--- src/rtl/buffer_mux_controller.sv ---
// buffer_mux_controller: link-select sequencer driving the buffer mux select
module buffer_mux_controller #(
   parameter int DATA_WIDTH = 40
) (
   input  logic       clk,
   input  logic       rst,
   input  logic       in_full,
   input  logic       multi_width,
   output logic       out_full,
   output logic [1:0] link_num
);
   if (DATA_WIDTH < 1) begin : g_bad_width
      $error("DATA_WIDTH must be positive");
   end
   // advance the link pointer unless stalled; back-pressure is in_full delayed one edge
   always_ff @(posedge clk or posedge rst) begin
      if (rst) begin
         link_num <= 2'd0;
         out_full <= 1'b0;
      end else begin
         out_full <= in_full;
         link_num <= in_full ? link_num : multi_width ? {~link_num[1], 1'b0} : link_num + 2'd1;
      end
   end
endmodule

--- config.mk ---
export PLATFORM = sky130hd
export DESIGN_NAME = buffer_mux_controller
export DESIGN_NICKNAME = d
export VERILOG_FILES = /design/src/rtl/buffer_mux_controller.sv
export SDC_FILE = /design/constraint.sdc
export NUM_CORES = 1
export LEC_CHECK = 0
export CORE_AREA = 3 3 40 42
export CTS_CLUSTER_SIZE = 30
export DETAILED_ROUTE_END_ITERATION = 10
export DIE_AREA = 0 0 43 45
export PLACE_DENSITY_LB_ADDON = 0.2
export RECOVER_POWER = 25
export SLEW_MARGIN = 20
export SYNTH_ARGS = -nofsm -noshare
export SYNTH_HDL_FRONTEND = slang
export SYNTH_SLANG_ARGS = --single-unit
export TNS_END_PERCENT = 20
--- constraint.sdc ---
create_clock -name clk -period 2.15 [get_ports clk]
set_input_delay 0.215 -clock clk [delete_from_list [all_inputs] [get_ports clk]]
set_output_delay 0.215 -clock clk [all_outputs]
set_load 0.005 [all_outputs]
==> metrics.cfg, run 1 <==
[clocking]
numCtsBuffers = 3
ctsHoldBuffers = 0
clockRootBuffer = clkbuf_4
ctsHtreeMaxLevel = 1
clk_pin_slew_worst_paths_ns = 0.03
clockBufferDepth = 2
cts_resized = 0
clock-sinks = 3
cts_tree = done
postCtsSetupBuffers = 0
clock_latency_ns = 0.23

[floorplan]
io_pins = 7
core_um2 = 1280
num_rows = 13
start_util_pct = 9.25
die_area_um2 = 1940
dieHeight_um = 45
die-width_um = 43

[placement]
place.gp.congestion = 0.573
port_buffers = 6

[grt]
grt_pass1_wl_um = 420
track_usage_pct = 3.83
grt_pass1_vias = 104
overflow = 0
grt_antenna_before_repair = 0
grt_max_degree = 5

[timing]
setup_violations = 0
max_freq_ghz = 0.712
skew_ns = 0.000663
finalMaxSlewViolations = 0
finalSetupTns_ns = 0
rsz0062_at_grt = no
fin_crit_sh_pct = 65.3
fin_crit_ns = 1.40
slew_headroom_pct = 87.7
finalHoldViolCount = 0
tightest_slew_ns = 0.184

[worst_setup_path]
crit_required_ns = 1.93
setup.worst_path.start = link_num[0]$_DFFE_PP0N_
crit_type = flop to output pin
crit_slowest_cell = clkdlybuf4s50_1
start_kind = flop
critical_path.top_delay_family = buffers and inverters
slowest_delay_ns = 0.54
worstRegToRegCells = 2
timing.rr.end = link_num[1]$_DFFE_PP0N_
rrSetupSlack_ns = 1.38
critPathMaxFanout = 4
cp-end-kind = output pin
crit_buf_inv = 1
worstPathCellList = clkdlybuf4s50_1
crit_arrival_ns = 1.19
r2r_start = link_num[0]$_DFFE_PP0N_

[worst_hold_path]
hold_path.class = input pin to asynchronous set/reset pin

[detailed_routing]
drc = 0
drt_iter0_markers = 7
dr.pass1.iters = 2
vias = 100
ant_nets = 0
wire_per_inst_um = 6.61
via_per_inst = 3.03
wl_um = 218

[run_status]
outcome = completed

[final_layout]
syn_to_final_growth_pct = 88.4
multiInputGateArea_um2 = 40.0
nets = 23
drive_above_1_share_pct = 22.2
regArea_um2 = 75.1
layout_common_cells = clkdlybuf4s50_1, clkbuf_4, dfrtp_1
nFillCells = 144
diodes = 0
layout_commonest_cell = clkdlybuf4s50_1

[pwr]
pwr-share-clk_pct = 42.9
seqPwrFrac_pct = 35.7
finalPower_uw = 226
peakVddDrop_mv = 0.296
cellLeakagePower_uw = 0.0000970
internal_power_uw = 175
sw_frac_of_total_pct = 22.3
power_density_nw_per_um2 = 1010
p_sw_uw = 50.4
comb_power_share_pct = 21.5

[logic_synthesis]
synth_seq_cells = 3
ys_types = 6
ys_top_cells_by_area = dfrtp_1, o21bai_4, xnor2_1
yosys_warnings = 0
yosysTopAreaCellShare_pct = 63.2
synth_cells = 8
yosysSeqAreaShare_pct = 63.2
yosys.area.top_type = dfrtp_1
avgSynthCellArea_um2 = 14.9
syn_area_um2 = 119
synth_fp_nets = 12

[run]
max-cap-violations = 0

worst max-delay path by stage:
stage	depth (start not counted)	slack [ns]	end
2_1_floorplan	2	1.40	link_num[1]$_DFFE_PP0N_
3_3_place_gp	1	0.99	link_num[0]
3_5_place_dp	1	0.99	link_num[0]
4_1_cts	1	0.73	link_num[0]
5_1_grt	1	0.69	link_num[0]
6_report	1	0.75	link_num[0]
per-layer routing:
metal	global-route usage, %	up-vias	part of all wire (%)
li1	-	48	-
met1	3.37	42	43
met2	3.29	10	33
met3	5.98	0	24
met4	3.61	0	0
met5	0	-	0
cell type report:
type / instances / share of cell area [%]
inverters: 1 / 1.68
well taps: 15 / 8.38
flip-flops and latches: 3 / 33.5
clock buffers: 4 / 11.7
repair buffers: 6 / 26.8
multi-input cells: 4 / 17.9
state kept, by name, indices dropped and copies added (netlist names):
register and flops:
out_full 1, link_num 2
power by group through the flow:
stage	Sequential, uW	Clock [uW]	Combinational [uW]
final	80.5	96.7	48.4
after global routing	82.7	115	54.0
after CTS	80.6	102	49.7
after detailed placement	81.2	0	49.5
after global placement	80.6	0	49.5
after floorplan	81.3	0	14.8
metrics by stage:
step / hold slack (ns) / instances / util (%) / worst slack (ns) / instance area [um2]
floorplan: -0.0314 / 8 / - / 1.40 / 119
global placement: 0.404 / 29 / 15.4 / 0.992 / 198
detailed placement: 0.400 / 29 / 15.4 / 0.991 / 198
CTS: 0.160 / 33 / 17.4 / 0.731 / 224
global route: 0.296 / 33 / 17.4 / 0.686 / 224
finish: 0.296 / 33 / 17.4 / 0.746 / 224
Yosys cell counts:
cell / instances
dfrtp_1: 3
a21o_1: 1
inv_1: 1
nor3_1: 1
o21bai_4: 1
xnor2_1: 1
cells by family after synthesis:
group	synth area share, %
AO/OA/AOI/OAI	22.1
XOR/XNOR	7.37
buffers and inverters	3.15
flip-flops	63.2
AND/OR/NAND/NOR	4.21
(Power assumes the default switching activity.)
==> run 2, diff against run 1 <==
==> constraint.sdc (replaced) <==
create_clock -name clk -period 1.2 [get_ports clk]
set_input_delay 0.12 -clock clk [delete_from_list [all_inputs] [get_ports clk]]
set_output_delay 0.12 -clock clk [all_outputs]
set_load 0.005 [all_outputs]
==> run 2 against run 1 <==
  * Power is 75% higher
  * Critical path type unchanged
  * Register-to-register slack worse by 1.0 ns
  * Sequential cell count did not move
  * Design area increased by 2.2%
  * Via count fell by 5.0%
  * Clock power up 81%
  * Sequential power up 71%
  * Non-clock buffer count grew 1
  * Critical endpoint is now out_full
  * Routed wire length rose by 4.1%
  * Die area stayed put
  * First-iteration DRC count down 86%
  * Clock-buffer cell count stayed put
==> metrics.cfg, run 2 (synthesis gave the netlist of run 1 again) <==
[run_status]
outcome = completed  ; unchanged

[timing]
rsz0062_at_grt = no  ; unchanged
skew_ns = 0.000744  ; was 0.000663 ns
fin_crit_ns = 1.15
max_freq_ghz = 0.871
fin_ws_ns = 0.0523  ; was 0.746 ns
tightest_slew_ns = 0.152  ; was 0.184 ns
finalHoldViolCount = 0  ; unchanged
fin_hold_ws_ns = 0.198  ; was 0.296 ns
fin_crit_sh_pct = 95.6
finalSetupTns_ns = 0  ; unchanged
setup_violations = 0  ; unchanged
finalMaxSlewViolations = 0  ; unchanged
slew_headroom_pct = 89.8  ; was 87.7%

[floorplan]
die_area_um2 = 1940  ; unchanged
die-width_um = 43  ; unchanged
dieHeight_um = 45  ; unchanged
io_pins = 7  ; unchanged
core_um2 = 1280  ; unchanged
num_rows = 13  ; unchanged
start_util_pct = 9.25  ; unchanged

[detailed_routing]
ant_nets = 0  ; unchanged
wire_per_inst_um = 6.68  ; was 6.61 um
drt_iter0_markers = 1  ; was 7
dr.pass1.iters = 2  ; unchanged
vias = 95  ; was 100
wl_um = 227  ; was 218 um
drc = 0  ; unchanged
via_per_inst = 2.79  ; was 3.03

[pwr]
power_density_nw_per_um2 = 1730  ; was 1010 nW/um2
peakVddDrop_mv = 0.602  ; was 0.296 mV
cellLeakagePower_uw = 0.000106  ; was 0.0000970 uW

[worst_setup_path]
timing.rr.end = link_num[0]$_DFFE_PP0N_  ; was link_num[1]$_DFFE_PP0N_
critical_path.top_delay_family = buffers and inverters  ; unchanged
cp-end-kind = output pin  ; unchanged
crit_type = flop to output pin  ; unchanged
crit_arrival_ns = 1.03  ; was 1.19 ns
start_kind = flop  ; unchanged
crit_buf_inv = 1  ; unchanged
critPathMaxFanout = 1  ; was 4
r2r_start = link_num[0]$_DFFE_PP0N_  ; unchanged
crit_required_ns = 1.08  ; was 1.93 ns
worstRegToRegCells = 3  ; was 2
crit_slowest_cell = clkdlybuf4s50_1  ; unchanged
rrSetupSlack_ns = 0.36  ; was 1.38 ns
slowest_delay_ns = 0.49  ; was 0.54 ns
worstPathCellList = clkdlybuf4s50_1  ; unchanged

[clocking]
clk_pin_slew_worst_paths_ns = 0.04  ; was 0.03 ns
numCtsBuffers = 3  ; unchanged
ctsHoldBuffers = 0  ; unchanged
ctsHtreeMaxLevel = 1  ; unchanged
clockBufferDepth = 2  ; unchanged
clock_latency_ns = 0.23  ; about the same
clockRootBuffer = clkbuf_4  ; unchanged
cts_tree = done  ; unchanged
clock-sinks = 3  ; unchanged

[grt]
grt_max_degree = 5  ; unchanged
grt_pass1_vias = 104  ; unchanged
overflow = 0  ; unchanged
track_usage_pct = 3.75  ; was 3.83%
grt_antenna_before_repair = 0  ; unchanged
grt_pass1_wl_um = 414  ; was 420 um

[placement]
port_buffers = 6  ; unchanged
place.gp.congestion = 0.577  ; was 0.573
dp.cells = 30  ; was 29
post-place-ws_ns = 0.186  ; was 0.991 ns
place_hpwl_um = 177

[final_layout]
nets = 24  ; was 23
largest_reg_flops = 2  ; unchanged
drive_above_1_share_pct = 26.3  ; was 22.2%
finalNonFillerCells = 34  ; was 33
top_register = link_num  ; unchanged
diodes = 0  ; unchanged
regArea_um2 = 75.1  ; unchanged
top_regs = link_num (2), out_full (1)  ; unchanged
nFillCells = 149  ; was 144
layout_common_cells = clkbuf_4, clkdlybuf4s50_1, dfrtp_1  ; was clkdlybuf4s50_1, clkbuf_4, dfrtp_1
multiInputGateArea_um2 = 40.0  ; unchanged
syn_to_final_growth_pct = 92.6  ; was 88.4%

[run]
max-cap-violations = 0  ; unchanged

[worst_hold_path]
hold_path.class = input pin to asynchronous set/reset pin  ; unchanged

run 2: layout make-up:
type | instances | area share [%]
Tap cell | 15 | 8.20
Multi-Input combinational cell | 4 | 17.5
Timing Repair Buffer | 7 | 28.4
Inverter | 1 | 1.64
Sequential cell | 3 | 32.8
Clock buffer | 4 | 11.5
run 2: report_power, final:
part | total, uW | internal, uW | switching, uW
Clock | 175 | 124 | 50.2
Combinational | 82.7 | 54.7 | 28.0
Sequential | 138 | 125 | 12.8
run 2: worst reg2reg max path: cells and delay by family, from the launching register on:
kind,cells,cell delay (ns)
compound gates,1,0.10
buf+inv,1,0.15
flops,1,0.37
simple gates,1,0.16
run 2: layer usage:
metal / vias up / GRT usage (%) / wire length [um]
li1: 47 / - / -
met1: 40 / 3.38 / 108
met2: 8 / 2.69 / 76
met3: 0 / 6.37 / 42
met4: 0 / 3.61 / 0
met5: - / 0 / 0
run 2: what timing repair did:
item	4_1_cts	5_1_grt
endpoints found under the hold margin	0	0
buffers inserted	0	0
resized for setup	2	0
setup endpoints to repair	2	0
run 2: worst max path at each step:
| stage | startpoint | endpoint | slack (ns) | depth (start not counted) |
|---|---|---|---|---|
| finish | out_full$_DFF_PP0_ | out_full | 0.05 | 1 |
| detailed placement | in_full | link_num[1]$_DFFE_PP0N_ | 0.19 | 3 |
| CTS | out_full$_DFF_PP0_ | out_full | 0.03 | 1 |
| global placement | in_full | link_num[1]$_DFFE_PP0N_ | 0.20 | 3 |
| floorplan | link_num[0]$_DFFE_PP0N_ | link_num[1]$_DFFE_PP0N_ | 0.45 | 2 |
| global route | out_full$_DFF_PP0_ | out_full | 0.002 | 1 |
run 2: metrics by stage:
stage	util (%)	cell area [um2]	total power [uW]
final	17.8	229	395
after detailed placement	16.0	205	240
after CTS	17.8	229	409
after global placement	16.0	205	239
after floorplan	-	119	172
after global routing	17.8	229	434
==> run 3, diff against run 2 <==
--- a/config.mk
+++ b/config.mk
@@ -6,6 +6,7 @@
 export NUM_CORES = 1
 export LEC_CHECK = 0
 export CORE_AREA = 3 3 40 42
+export CTS_CLUSTER_DIAMETER = 120
 export CTS_CLUSTER_SIZE = 30
 export DETAILED_ROUTE_END_ITERATION = 10
 export DIE_AREA = 0 0 43 45
==> results of run 3 <==
Same layout as run 2: the final DEF is identical, and so are final timing and power.
